[src/rtl/vram_text_writer_if.sv]
// ---------------------------------------------------------------------------
// vram_text_writer_if
// Bundles the two buses of the text writer:
//   character stream : in_valid, in_char[7:0] (to writer), in_ready (from writer)
//   VRAM write port  : wr_en, wr_addr[ADDR_W-1:0], wr_data[7:0] (from writer)
// Modports:
//   master : the byte source / VRAM side (drives the stream, observes writes)
//   slave  : the writer itself
// ---------------------------------------------------------------------------
interface vram_text_writer_if #(
  parameter int ADDR_W = 12
) ();
  logic              in_valid;
  logic [7:0]        in_char;
  logic              in_ready;
  logic              wr_en;
  logic [ADDR_W-1:0] wr_addr;
  logic [7:0]        wr_data;

  modport master (
    output in_valid, in_char,
    input  in_ready, wr_en, wr_addr, wr_data
  );

  modport slave (
    input  in_valid, in_char,
    output in_ready, wr_en, wr_addr, wr_data
  );
endinterface

[src/rtl/vram_text_writer.sv]
// ---------------------------------------------------------------------------
// vram_text_writer
// Character-stream front end of the text-mode display. Accepts ASCII bytes,
// keeps a cursor, writes glyph codes into character VRAM and exports the
// scroll offset (top_row) plus cursor to the scan-out adapter. Scrolling is
// done with a circular row buffer: top_row advances and a single physical
// row is blanked, nothing is copied.
//
// Ports:
//   clk        : system clock, rising edge
//   rst        : synchronous, active-low reset
//   bus        : vram_text_writer_if.slave (byte stream in, VRAM writes out)
//   top_row    : physical VRAM row displayed at screen row 0
//   cursor_col : logical cursor column, 0..FIELD_WIDTH-1
//   cursor_row : logical cursor row,    0..FIELD_HEIGHT-1
//
// Optional feature: define VRAM_TEXT_WRITER_TAB_EN to handle 0x09 as a tab
// to the next multiple-of-8 column; without it 0x09 is ignored.
// ---------------------------------------------------------------------------
module vram_text_writer #(
  parameter int FIELD_WIDTH  = 70,
  parameter int FIELD_HEIGHT = 30,
  parameter int ADDR_W       = 12
) (
  input  logic                clk,
  input  logic                rst,
  vram_text_writer_if.slave   bus,
  output logic [4:0]          top_row,
  output logic [6:0]          cursor_col,
  output logic [4:0]          cursor_row
);

  localparam int              CELLS        = FIELD_WIDTH * FIELD_HEIGHT;
  localparam logic [ADDR_W:0] CNT_INIT_END = (ADDR_W+1)'(CELLS);
  localparam logic [ADDR_W:0] CNT_CLR_END  = (ADDR_W+1)'(FIELD_WIDTH);
  localparam logic [6:0]      COL_LAST     = 7'(FIELD_WIDTH - 1);
  localparam logic [4:0]      ROW_LAST     = 5'(FIELD_HEIGHT - 1);
  localparam logic [7:0]      SPACE        = 8'h20;

  typedef enum logic [1:0] {S_INIT, S_IDLE, S_CLEAR} state_t;

  state_t            state, state_n;
  logic [ADDR_W:0]   cnt, cnt_n;            // cell index in INIT, column in CLEAR
  logic [ADDR_W-1:0] clr_base, clr_base_n;  // first cell of the row being blanked
  logic [4:0]        top_n, row_n;
  logic [6:0]        col_n;
  logic              wr_vld_p1, wr_vld_n;
  logic [ADDR_W-1:0] wr_addr_p1, wr_addr_n;
  logic [7:0]        wr_data_p1, wr_data_n;
  logic              accept, adv;
`ifdef VRAM_TEXT_WRITER_TAB_EN
  logic [7:0]        tab_stop;
`endif

  // Logical (row, col) to VRAM cell, folding the circular row offset.
  function automatic logic [ADDR_W-1:0] cell_addr(input logic [4:0] top,
                                                  input logic [4:0] row,
                                                  input logic [6:0] col);
    int phys;
    phys = int'(top) + int'(row);
    if (phys >= FIELD_HEIGHT) phys = phys - FIELD_HEIGHT;
    return ADDR_W'(phys * FIELD_WIDTH + int'(col));
  endfunction

  assign bus.in_ready = (state == S_IDLE);
  assign accept       = bus.in_valid && bus.in_ready;

  always_comb begin
    state_n    = state;
    cnt_n      = cnt;
    clr_base_n = clr_base;
    top_n      = top_row;
    col_n      = cursor_col;
    row_n      = cursor_row;
    wr_vld_n   = 1'b0;
    wr_addr_n  = wr_addr_p1;
    wr_data_n  = wr_data_p1;
    adv        = 1'b0;
`ifdef VRAM_TEXT_WRITER_TAB_EN
    tab_stop   = {1'b0, cursor_col[6:3], 3'b000} + 8'd8;
`endif

    unique case (state)
      S_INIT: begin
        if (cnt == CNT_INIT_END) begin
          state_n = S_IDLE;
        end else begin
          wr_vld_n  = 1'b1;
          wr_addr_n = cnt[ADDR_W-1:0];
          wr_data_n = SPACE;
          cnt_n     = cnt + 1'b1;
        end
      end

      S_CLEAR: begin
        if (cnt == CNT_CLR_END) begin
          state_n = S_IDLE;
        end else begin
          wr_vld_n  = 1'b1;
          wr_addr_n = clr_base + cnt[ADDR_W-1:0];
          wr_data_n = SPACE;
          cnt_n     = cnt + 1'b1;
        end
      end

      S_IDLE: begin
        if (accept) begin
          if (bus.in_char >= 8'h20 && bus.in_char <= 8'h7E) begin
            wr_vld_n  = 1'b1;
            wr_addr_n = cell_addr(top_row, cursor_row, cursor_col);
            wr_data_n = bus.in_char;
            if (cursor_col < COL_LAST) begin
              col_n = cursor_col + 7'd1;
            end else begin
              col_n = '0;
              adv   = 1'b1;
            end
          end else if (bus.in_char == 8'h0A || bus.in_char == 8'h0D) begin
            col_n = '0;
            adv   = 1'b1;
          end else if (bus.in_char == 8'h08) begin
            // Backspace moves first, then blanks the cell it lands on.
            if (cursor_col != '0) begin
              col_n     = cursor_col - 7'd1;
              wr_vld_n  = 1'b1;
              wr_addr_n = cell_addr(top_row, cursor_row, cursor_col - 7'd1);
              wr_data_n = SPACE;
            end else if (cursor_row != '0) begin
              row_n     = cursor_row - 5'd1;
              col_n     = COL_LAST;
              wr_vld_n  = 1'b1;
              wr_addr_n = cell_addr(top_row, cursor_row - 5'd1, COL_LAST);
              wr_data_n = SPACE;
            end
          end
`ifdef VRAM_TEXT_WRITER_TAB_EN
          else if (bus.in_char == 8'h09) begin
            if (tab_stop >= 8'(FIELD_WIDTH)) begin
              col_n = '0;
              adv   = 1'b1;
            end else begin
              col_n = tab_stop[6:0];
            end
          end
`endif
        end

        // Row advance on the last row scrolls: the old top row becomes the
        // new bottom row and is blanked by CLEAR.
        if (adv) begin
          if (cursor_row < ROW_LAST) begin
            row_n = cursor_row + 5'd1;
          end else begin
            top_n      = (top_row == ROW_LAST) ? 5'd0 : top_row + 5'd1;
            clr_base_n = cell_addr(top_row, 5'd0, 7'd0);
            cnt_n      = '0;
            state_n    = S_CLEAR;
          end
        end
      end

      default: state_n = S_INIT;
    endcase
  end

  // Stage p1: registered VRAM write, cursor and scroll state
  always_ff @(posedge clk) begin
    if (!rst) begin
      state      <= S_INIT;
      cnt        <= '0;
      clr_base   <= '0;
      top_row    <= '0;
      cursor_col <= '0;
      cursor_row <= '0;
      wr_vld_p1  <= 1'b0;
      wr_addr_p1 <= '0;
      wr_data_p1 <= '0;
    end else begin
      state      <= state_n;
      cnt        <= cnt_n;
      clr_base   <= clr_base_n;
      top_row    <= top_n;
      cursor_col <= col_n;
      cursor_row <= row_n;
      wr_vld_p1  <= wr_vld_n;
      wr_addr_p1 <= wr_addr_n;
      wr_data_p1 <= wr_data_n;
    end
  end

  assign bus.wr_en   = wr_vld_p1;
  assign bus.wr_addr = wr_addr_p1;
  assign bus.wr_data = wr_data_p1;

endmodule

[src/flat_wrapper.sv]
// flat-port wrapper written by rule: the top's interface ports become plain ports
module vram_text_writer_flat 
#(
  parameter int FIELD_WIDTH  = 70,
  parameter int FIELD_HEIGHT = 30,
  parameter int ADDR_W       = 12
)
  (clk, rst, top_row, cursor_col, cursor_row, bus_in_valid, bus_in_char, bus_in_ready, bus_wr_en, bus_wr_addr, bus_wr_data);
  vram_text_writer_if #(.ADDR_W(ADDR_W)) bus_i ();
  input  logic clk;
  input  logic rst;
  output logic [4:0] top_row;
  output logic [6:0] cursor_col;
  output logic [4:0] cursor_row;
  input wire logic [$bits(bus_i.in_valid)-1:0] bus_in_valid;
  input wire logic [$bits(bus_i.in_char)-1:0] bus_in_char;
  output wire logic [$bits(bus_i.in_ready)-1:0] bus_in_ready;
  output wire logic [$bits(bus_i.wr_en)-1:0] bus_wr_en;
  output wire logic [$bits(bus_i.wr_addr)-1:0] bus_wr_addr;
  output wire logic [$bits(bus_i.wr_data)-1:0] bus_wr_data;
  assign bus_i.in_valid = bus_in_valid;
  assign bus_i.in_char = bus_in_char;
  assign bus_in_ready = bus_i.in_ready;
  assign bus_wr_en = bus_i.wr_en;
  assign bus_wr_addr = bus_i.wr_addr;
  assign bus_wr_data = bus_i.wr_data;
  vram_text_writer #(.FIELD_WIDTH(FIELD_WIDTH), .FIELD_HEIGHT(FIELD_HEIGHT), .ADDR_W(ADDR_W)) u_core (.clk(clk), .rst(rst), .bus(bus_i), .top_row(top_row), .cursor_col(cursor_col), .cursor_row(cursor_row));
endmodule
[config.mk]
export PLATFORM = sky130hd
export DESIGN_NAME = vram_text_writer_flat
export DESIGN_NICKNAME = d
export VERILOG_FILES = /design/src/rtl/vram_text_writer_if.sv /design/src/rtl/vram_text_writer.sv /design/src/flat_wrapper.sv
export SDC_FILE = /design/constraint.sdc
export NUM_CORES = 1
export LEC_CHECK = 0
export CELL_PAD_IN_SITES_DETAIL_PLACEMENT = 1
export CELL_PAD_IN_SITES_GLOBAL_PLACEMENT = 1
export CORE_ASPECT_RATIO = 1.5
export CORE_UTILIZATION = 45
export CTS_CLUSTER_DIAMETER = 100
export DETAILED_ROUTE_END_ITERATION = 8
export DONT_BUFFER_PORTS = 1
export PLACE_DENSITY_LB_ADDON = 0.1
export SKIP_CTS_REPAIR_TIMING = 1
export SLEW_MARGIN = 20
export SYNTH_ARGS = -nofsm -noshare
export SYNTH_HDL_FRONTEND = slang
export SYNTH_SLANG_ARGS = --single-unit
[constraint.sdc]
create_clock -name clk -period 5.5 [get_ports clk]
set_input_delay 1.1 -clock clk [delete_from_list [all_inputs] [get_ports clk]]
set_output_delay 1.1 -clock clk [all_outputs]
set_load 0.05 [all_outputs]
# Yosys cells after proc, flatten, opt, wreduce, memory -nomap -nowiden

Index checks and enable logic that the tools add are counted.

$add $sub $neg: 15
$mul: 4
Order comparisons: 7
Equality and inequality tests: 18
Multiplexer cells: 79
Bitwise gates (word level): 1
Reductions and logical operators: 14

Operator list:

| kind                                                                | count |
|---|---|
| 2-to-1 mux 32 bit                                                   | 22 |
| multiplier 32 x 7 -> 11 bit (second input constant)                 | 4 |
| 2-to-1 mux 12 bit                                                   | 8 |
| greater-or-equal comparator 32 x 6 -> 1 bit (second input constant) | 2 |
| 2-to-1 mux 8 bit                                                    | 8 |
| subtractor 32 x 6 -> 32 bit (second input constant)                 | 2 |
| 2-to-1 mux 13 bit                                                   | 4 |
| 2-to-1 mux 5 bit                                                    | 9 |
| 2-to-1 mux 7 bit                                                    | 6 |
| one-hot mux 13 bit (3 select lines)                                 | 1 |
| one-hot mux 12 bit (3 select lines)                                 | 1 |
| adder 12 x 8 -> 12 bit                                              | 2 |
| equality test 8 x 4 -> 1 bit (second input constant)                | 3 |
| one-hot mux 8 bit (3 select lines)                                  | 1 |
| adder 13 x 1 -> 13 bit (second input constant)                      | 1 |
| equality test 13 x 12 -> 1 bit (second input constant)              | 1 |
| equality test 13 x 7 -> 1 bit (second input constant)               | 1 |
| 2-to-1 mux 1 bit                                                    | 13 |
| adder 12 bit                                                        | 1 |
| adder 12 x 8 -> 12 bit (second input constant)                      | 1 |
| adder 5 x 5 -> 6 bit                                                | 2 |
| adder 5 x 1 -> 5 bit (second input constant)                        | 2 |
| != test 2 bit (second input constant)                               | 5 |
| greater-or-equal comparator 8 x 6 -> 1 bit (second input constant)  | 1 |
| other kinds (29)                                                    | 37 |

Register bits after elaboration: 64
Input bits: 11
Output and inout port bits: 39
Word-level logic and storage cells: 147

# Longest topological paths before layout

Depth after elaboration: 20
Depth in mapped cells: 24
Gate-level depth less buffers: 23

# Least setup slack after synthesis

Ideal clock, no wire load.

Path kind: register to register
Start point: register u_core.cursor_row[1]
End point: register u_core.wr_addr_p1[11], in the netlist u_core.bus.wr_addr[11]
Setup time: 122 ps
Data arrival time: 5,711 ps
Required time: 5,378 ps
Slack: -333 ps
Cell stages (with the launch flop): 22
Buffers on the path: 0
Clock period less this slack: 5,833 ps
Path through: dfxtp_1 inv_1 ha_1 inv_1 ha_1 a211oi_2 o21bai_1 xnor2_1 nand3_1 ha_1 nor2_1 ha_1 ha_1 fa_1 ha_1 and3_1 a2111o_1 a21o_1 a21oi_1 xnor3_1 xnor2_1 a311o_1

Longest elaborated chain between the ends: 20
Elaborated cells between the ends (all ways): 41
Classes of those cells: add/sub: 8; mul: 3; order compare: 2; eq/ne: 1; mux: 25; reduce/logical: 2

Ends and longest elaborated chain:

| what                                                                                       | line                    | RTL |
|---|---|---|
| start: declaration                                                                         | vram_text_writer.sv:30  | `output logic [4:0] cursor_row` |
| start signal: assignment                                                                   | vram_text_writer.sv:184 | `cursor_row <= row_n;` |
| subtractor 5 x 1 -> 5 bit                                                                  | vram_text_writer.sv:132 | `wr_addr_n = cell_addr(top_row, cursor_row - 5'd1, COL_LAST);` |
| adder 5 x 5 -> 6 bit                                                                       | vram_text_writer.sv:60  | `phys = int'(top) + int'(row);` |
| subtractor 32 x 6 -> 32 bit or greater-or-equal comparator 32 x 6 -> 1 bit (tied branches) | vram_text_writer.sv:61  | `if (phys >= FIELD_HEIGHT) phys = phys - FIELD_HEIGHT;` |
| 2-to-1 mux 32 bit                                                                          | vram_text_writer.sv:61  |  |
| 2-to-1 mux 32 bit                                                                          | vram_text_writer.sv:128 | `end else if (cursor_row != '0) begin` |
| 2-to-1 mux 32 bit                                                                          | vram_text_writer.sv:123 | `if (cursor_col != '0) begin` |
| 2-to-1 mux 32 bit                                                                          | vram_text_writer.sv:121 | `end else if (bus.in_char == 8'h08) begin` |
| 2-to-1 mux 32 bit                                                                          | vram_text_writer.sv:118 | `end else if (bus.in_char == 8'h0A \|\| bus.in_char == 8'h0D) begin` |
| [... 4 more ...]                                                                           | --                      |  |
| adder 12 x 8 -> 12 bit                                                                     | vram_text_writer.sv:62  | `return ADDR_W'(phys * FIELD_WIDTH + int'(col));` |
| 2-to-1 mux 12 bit                                                                          | vram_text_writer.sv:128 |  |
| 2-to-1 mux 12 bit                                                                          | vram_text_writer.sv:123 |  |
| 2-to-1 mux 12 bit                                                                          | vram_text_writer.sv:121 |  |
| 2-to-1 mux 12 bit                                                                          | vram_text_writer.sv:118 |  |
| 2-to-1 mux 12 bit                                                                          | vram_text_writer.sv:108 | `if (bus.in_char >= 8'h20 && bus.in_char <= 8'h7E) begin` |
| 2-to-1 mux 12 bit                                                                          | vram_text_writer.sv:107 | `if (accept) begin` |
| one-hot mux 12 bit (3 select lines)                                                        | vram_text_writer.sv:83  | `unique case (state)` |
| end signal: assignment                                                                     | vram_text_writer.sv:186 | `wr_addr_p1 <= wr_addr_n;` |
| end: declaration                                                                           | vram_text_writer.sv:48  | `logic [ADDR_W-1:0] wr_addr_p1, wr_addr_n;` |

Several ways; a longest one is shown, not always the timed one. The select of a mux whose other input is x is not followed.
A chain may end at the register's enable or synchronous reset.

# Final worst setup path

Start point: register u_core.cursor_row[0]
End point: register u_core.wr_addr_p1[11], in the netlist u_core.bus.wr_addr[11]

Same word-level chain as after synthesis.

==> metrics <==
outcome complete, no violations; dpl hpwl between 15,000 and 20,000 µm; EDFF count, synth 0; CP cell instances inv_1, ha_2, xor2_1, ha_2, a21oi_2, o21bai_4, xor2_2, nand3_2, ha_4, nor2_2, ha_1, ha_1, fa_1, ha_4, nand3_1, a21oi_1, a2111o_1, a21o_1, a21oi_2, xnor3_1, xnor2_1, a311o_1; Synth area leaders ha_1 (20%), dfxtp_1 (17%), xnor2_1 (4.9%); Synth Instances approximately 960; setup TNS 0 ns; Worst EP arrival 5.67 ns; Switch Pwr around 290 µW; die outline width 109.0 µm; drt drc 0; Die Height 162.5 µm; critical path class reg -> reg; # diodes 0; combinational power share 0.074; maximum clock path buffer count 2; port bufs 0; crit end category flip-flop; register area share after synthesis 0.1657; Root Buffer clkbuf_16; nets@finish 1,145; synth unique cells 83; largest net degree at the start of global routing 45; I/O pins 50; global route total overflow 0; Hold Crit Depth 2; vias in the first global route 7,721; PwrDens ~130 mW/mm²; synthesized flop and latch total 64; maxcap violations 0; Synth-to-Final Area Change 14.86%; via/cell ratio 5.981; Leak 0.003943 µW; core box area 0.01676 mm²; layout cells sized above 1 0.1512; vias 7,231; top cell type's share of synthesized area 0.1975; Worst Reg2Reg Path Length in Cells 22; f_max 0.1833 GHz; worst setup margin 0.04452 ns; CP max stage delay 0.51 ns; Total GRT Usage 0.2745; Wirelength per Cell roughly 20 µm; Clock Skew 0.009183 ns; Peak VDD IR about 120 µV; worst min path class reg -> reg; Yosys top cell by area ha_1; min Tclk post-route about 5.5 ns; Synth warnings 0; commonest non-fill, non-tap cell in the layout ha_1; Clock Latency Late Sink 0.34 ns; Routed WL 24,030 µm; most frequent cells in the layout ha_1 (113), nand2_1 (75), nor2_1 (70); internal power 858.6 µW; Starting DRT DRC Count 225; predominant post-synthesis flop cell dfxtp_1; Worst Path Max Fanout 8; Initial Util 0.4611; clk sinks 64; Post-Layout Cell Count 1,209; antenna violations before repair 0; Rel. slew slack 0.3263; Slew Limit Fails 0; Flop pwr share 0.415; Routed Antenna Nets 0; crit start category flip-flop; mapped cell area 0.007730 mm²; placed cells 1,177; TritonCTS clock tree done; syn avg cell area 8.094 µm²; Num CTS Buffers 9; Final Wtd Congestion 0.8980; Clock H-tree levels 3; unrepaired setup endpoints after global routing true; cell row count 58; required time worst endpoint 5.72 ns; Post-Place Setup Slack -0.2592 ns; DIE AREA 0.01772 mm²; Pre-Repair DR Iteration Count 4; Worst-path clk slew approximately 0.060 ns; Switching Share 0.2551; fin crit share 0.9919; final setup fails 0; final hold vios 0; slowest CP cell fa_1; Clk pwr share 0.511; Async S/R FF share, synth 0; first-pass GRT wire length about 38,000 µm; Tightest Pin Transition 1.010 ns
[area by class of cell]
cell class	instances	area, µm²
fillers	2026	7885
well taps	210	262.8
clock buffers	9	225.2
repair buffers	55	412.9
inverters	71	266.5
clock inverters	7	80.08
flip-flops and latches	64	1291
multi-input cells	793	6340
[worst paths after layout]
| path | start | end | slack, ns |
|---|---|---|---|
| min reg2reg | u_core.clr_base[4]$_SDFFE_PN0P_ | u_core.clr_base[4]$_SDFFE_PN0P_ | 0.50 |
| max | u_core.cursor_row[0]$_SDFFE_PN0P_ | u_core.bus.wr_addr[11]$_SDFFE_PN0P_ | 0.04 |
| max reg2reg | u_core.cursor_row[0]$_SDFFE_PN0P_ | u_core.bus.wr_addr[11]$_SDFFE_PN0P_ | 0.04 |
| min | u_core.clr_base[4]$_SDFFE_PN0P_ | u_core.clr_base[4]$_SDFFE_PN0P_ | 0.50 |
[power by group through the flow]
stage	combinational (µW)	clock [µW]	sequential [µW]
3_5_place_dp	77.3	0	489
5_1_grt	95.1	622	478
2_1_floorplan	62.9	0	487
6_report	85.5	589	478
3_3_place_gp	75.2	0	488
4_1_cts	78.1	602	478
[flip-flops by register name (all words and copies together), names as in the netlist]
name and cells:
u_core.clr_base 11, u_core.cnt 13, u_core.cursor_row 5, u_core.cursor_col 7, u_core.top_row 5, u_core.bus.wr_en 1
u_core.state 2, u_core.bus.wr_addr 12, u_core.bus.wr_data 8
[critical path: cells and delay by family, from the launching register on]
kind | cells | cell delay, ns
and+or+nand+nor | 3 | 0.30
xor gates and xnor gates | 4 | 0.84
adders and majority gates | 7 | 2.21
AOI/OAI and AO/OA | 7 | 1.48
DFF | 1 | 0.37
buffers and inverters | 1 | 0.15
[cell usage after synthesis, types with 5 or more instances]
| library cell | instances |
|---|---|
| ha_1 | 122 |
| nand2_1 | 75 |
| nor2_1 | 74 |
| inv_1 | 71 |
| dfxtp_1 | 64 |
| o21ai_0 | 54 |
| a21oi_1 | 52 |
| xnor2_1 | 43 |
| nand3_1 | 42 |
| xor2_1 | 35 |
| nor3_1 | 22 |
| clkbuf_1 | 20 |
| fa_1 | 18 |
| a211oi_1 | 16 |
| and3_1 | 14 |
| nand4_1 | 13 |
| nor2b_1 | 12 |
| a21o_1 | 11 |
| and2_1 | 11 |
| nand2b_1 | 11 |
| o211ai_1 | 11 |
| o21a_1 | 11 |
| buf_2 | 10 |
| o21bai_1 | 9 |
| a21boi_0 | 8 |
| nor3b_1 | 7 |
| o211a_1 | 7 |
| o31ai_1 | 7 |
| o2111ai_1 | 6 |
| or3_1 | 6 |
| a22oi_1 | 5 |
[stage by stage]
step | utilization | instance area, µm² | total power, µW | hold WS, ns
global route | 0.5296 | 8879 | 1196 | 0.5557
detailed placement | 0.4867 | 8159 | 566.0 | 0.4996
floorplan | - | 7762 | 549.4 | 0.4478
finish | 0.5296 | 8879 | 1153 | 0.5034
CTS | 0.5049 | 8464 | 1158 | 0.5165
global placement | 0.4867 | 8159 | 563.7 | 0.4980
[layer usage]
metal | wire, µm | GRT usage | up-vias
met1 | 9415 | 0.3006 | 3588
li1 | - | - | 3481
met3 | 745 | 0.04002 | 48
met5 | 0 | 0 | -
met4 | 780 | 0.09828 | 0
met2 | 13090 | 0.5200 | 114
[logic make-up after synthesis]
kind of cell,Yosys count,synth area share
mux,4,0.005180
compound gates,247,0.2242
buf+inv,104,0.05503
simple gates,314,0.2114
flops,64,0.1657
other cells,2,0.0009716
fa+ha+maj,140,0.2441
xor+xnor,80,0.09340
No activity file was read; power rests on OpenSTA's default activity.
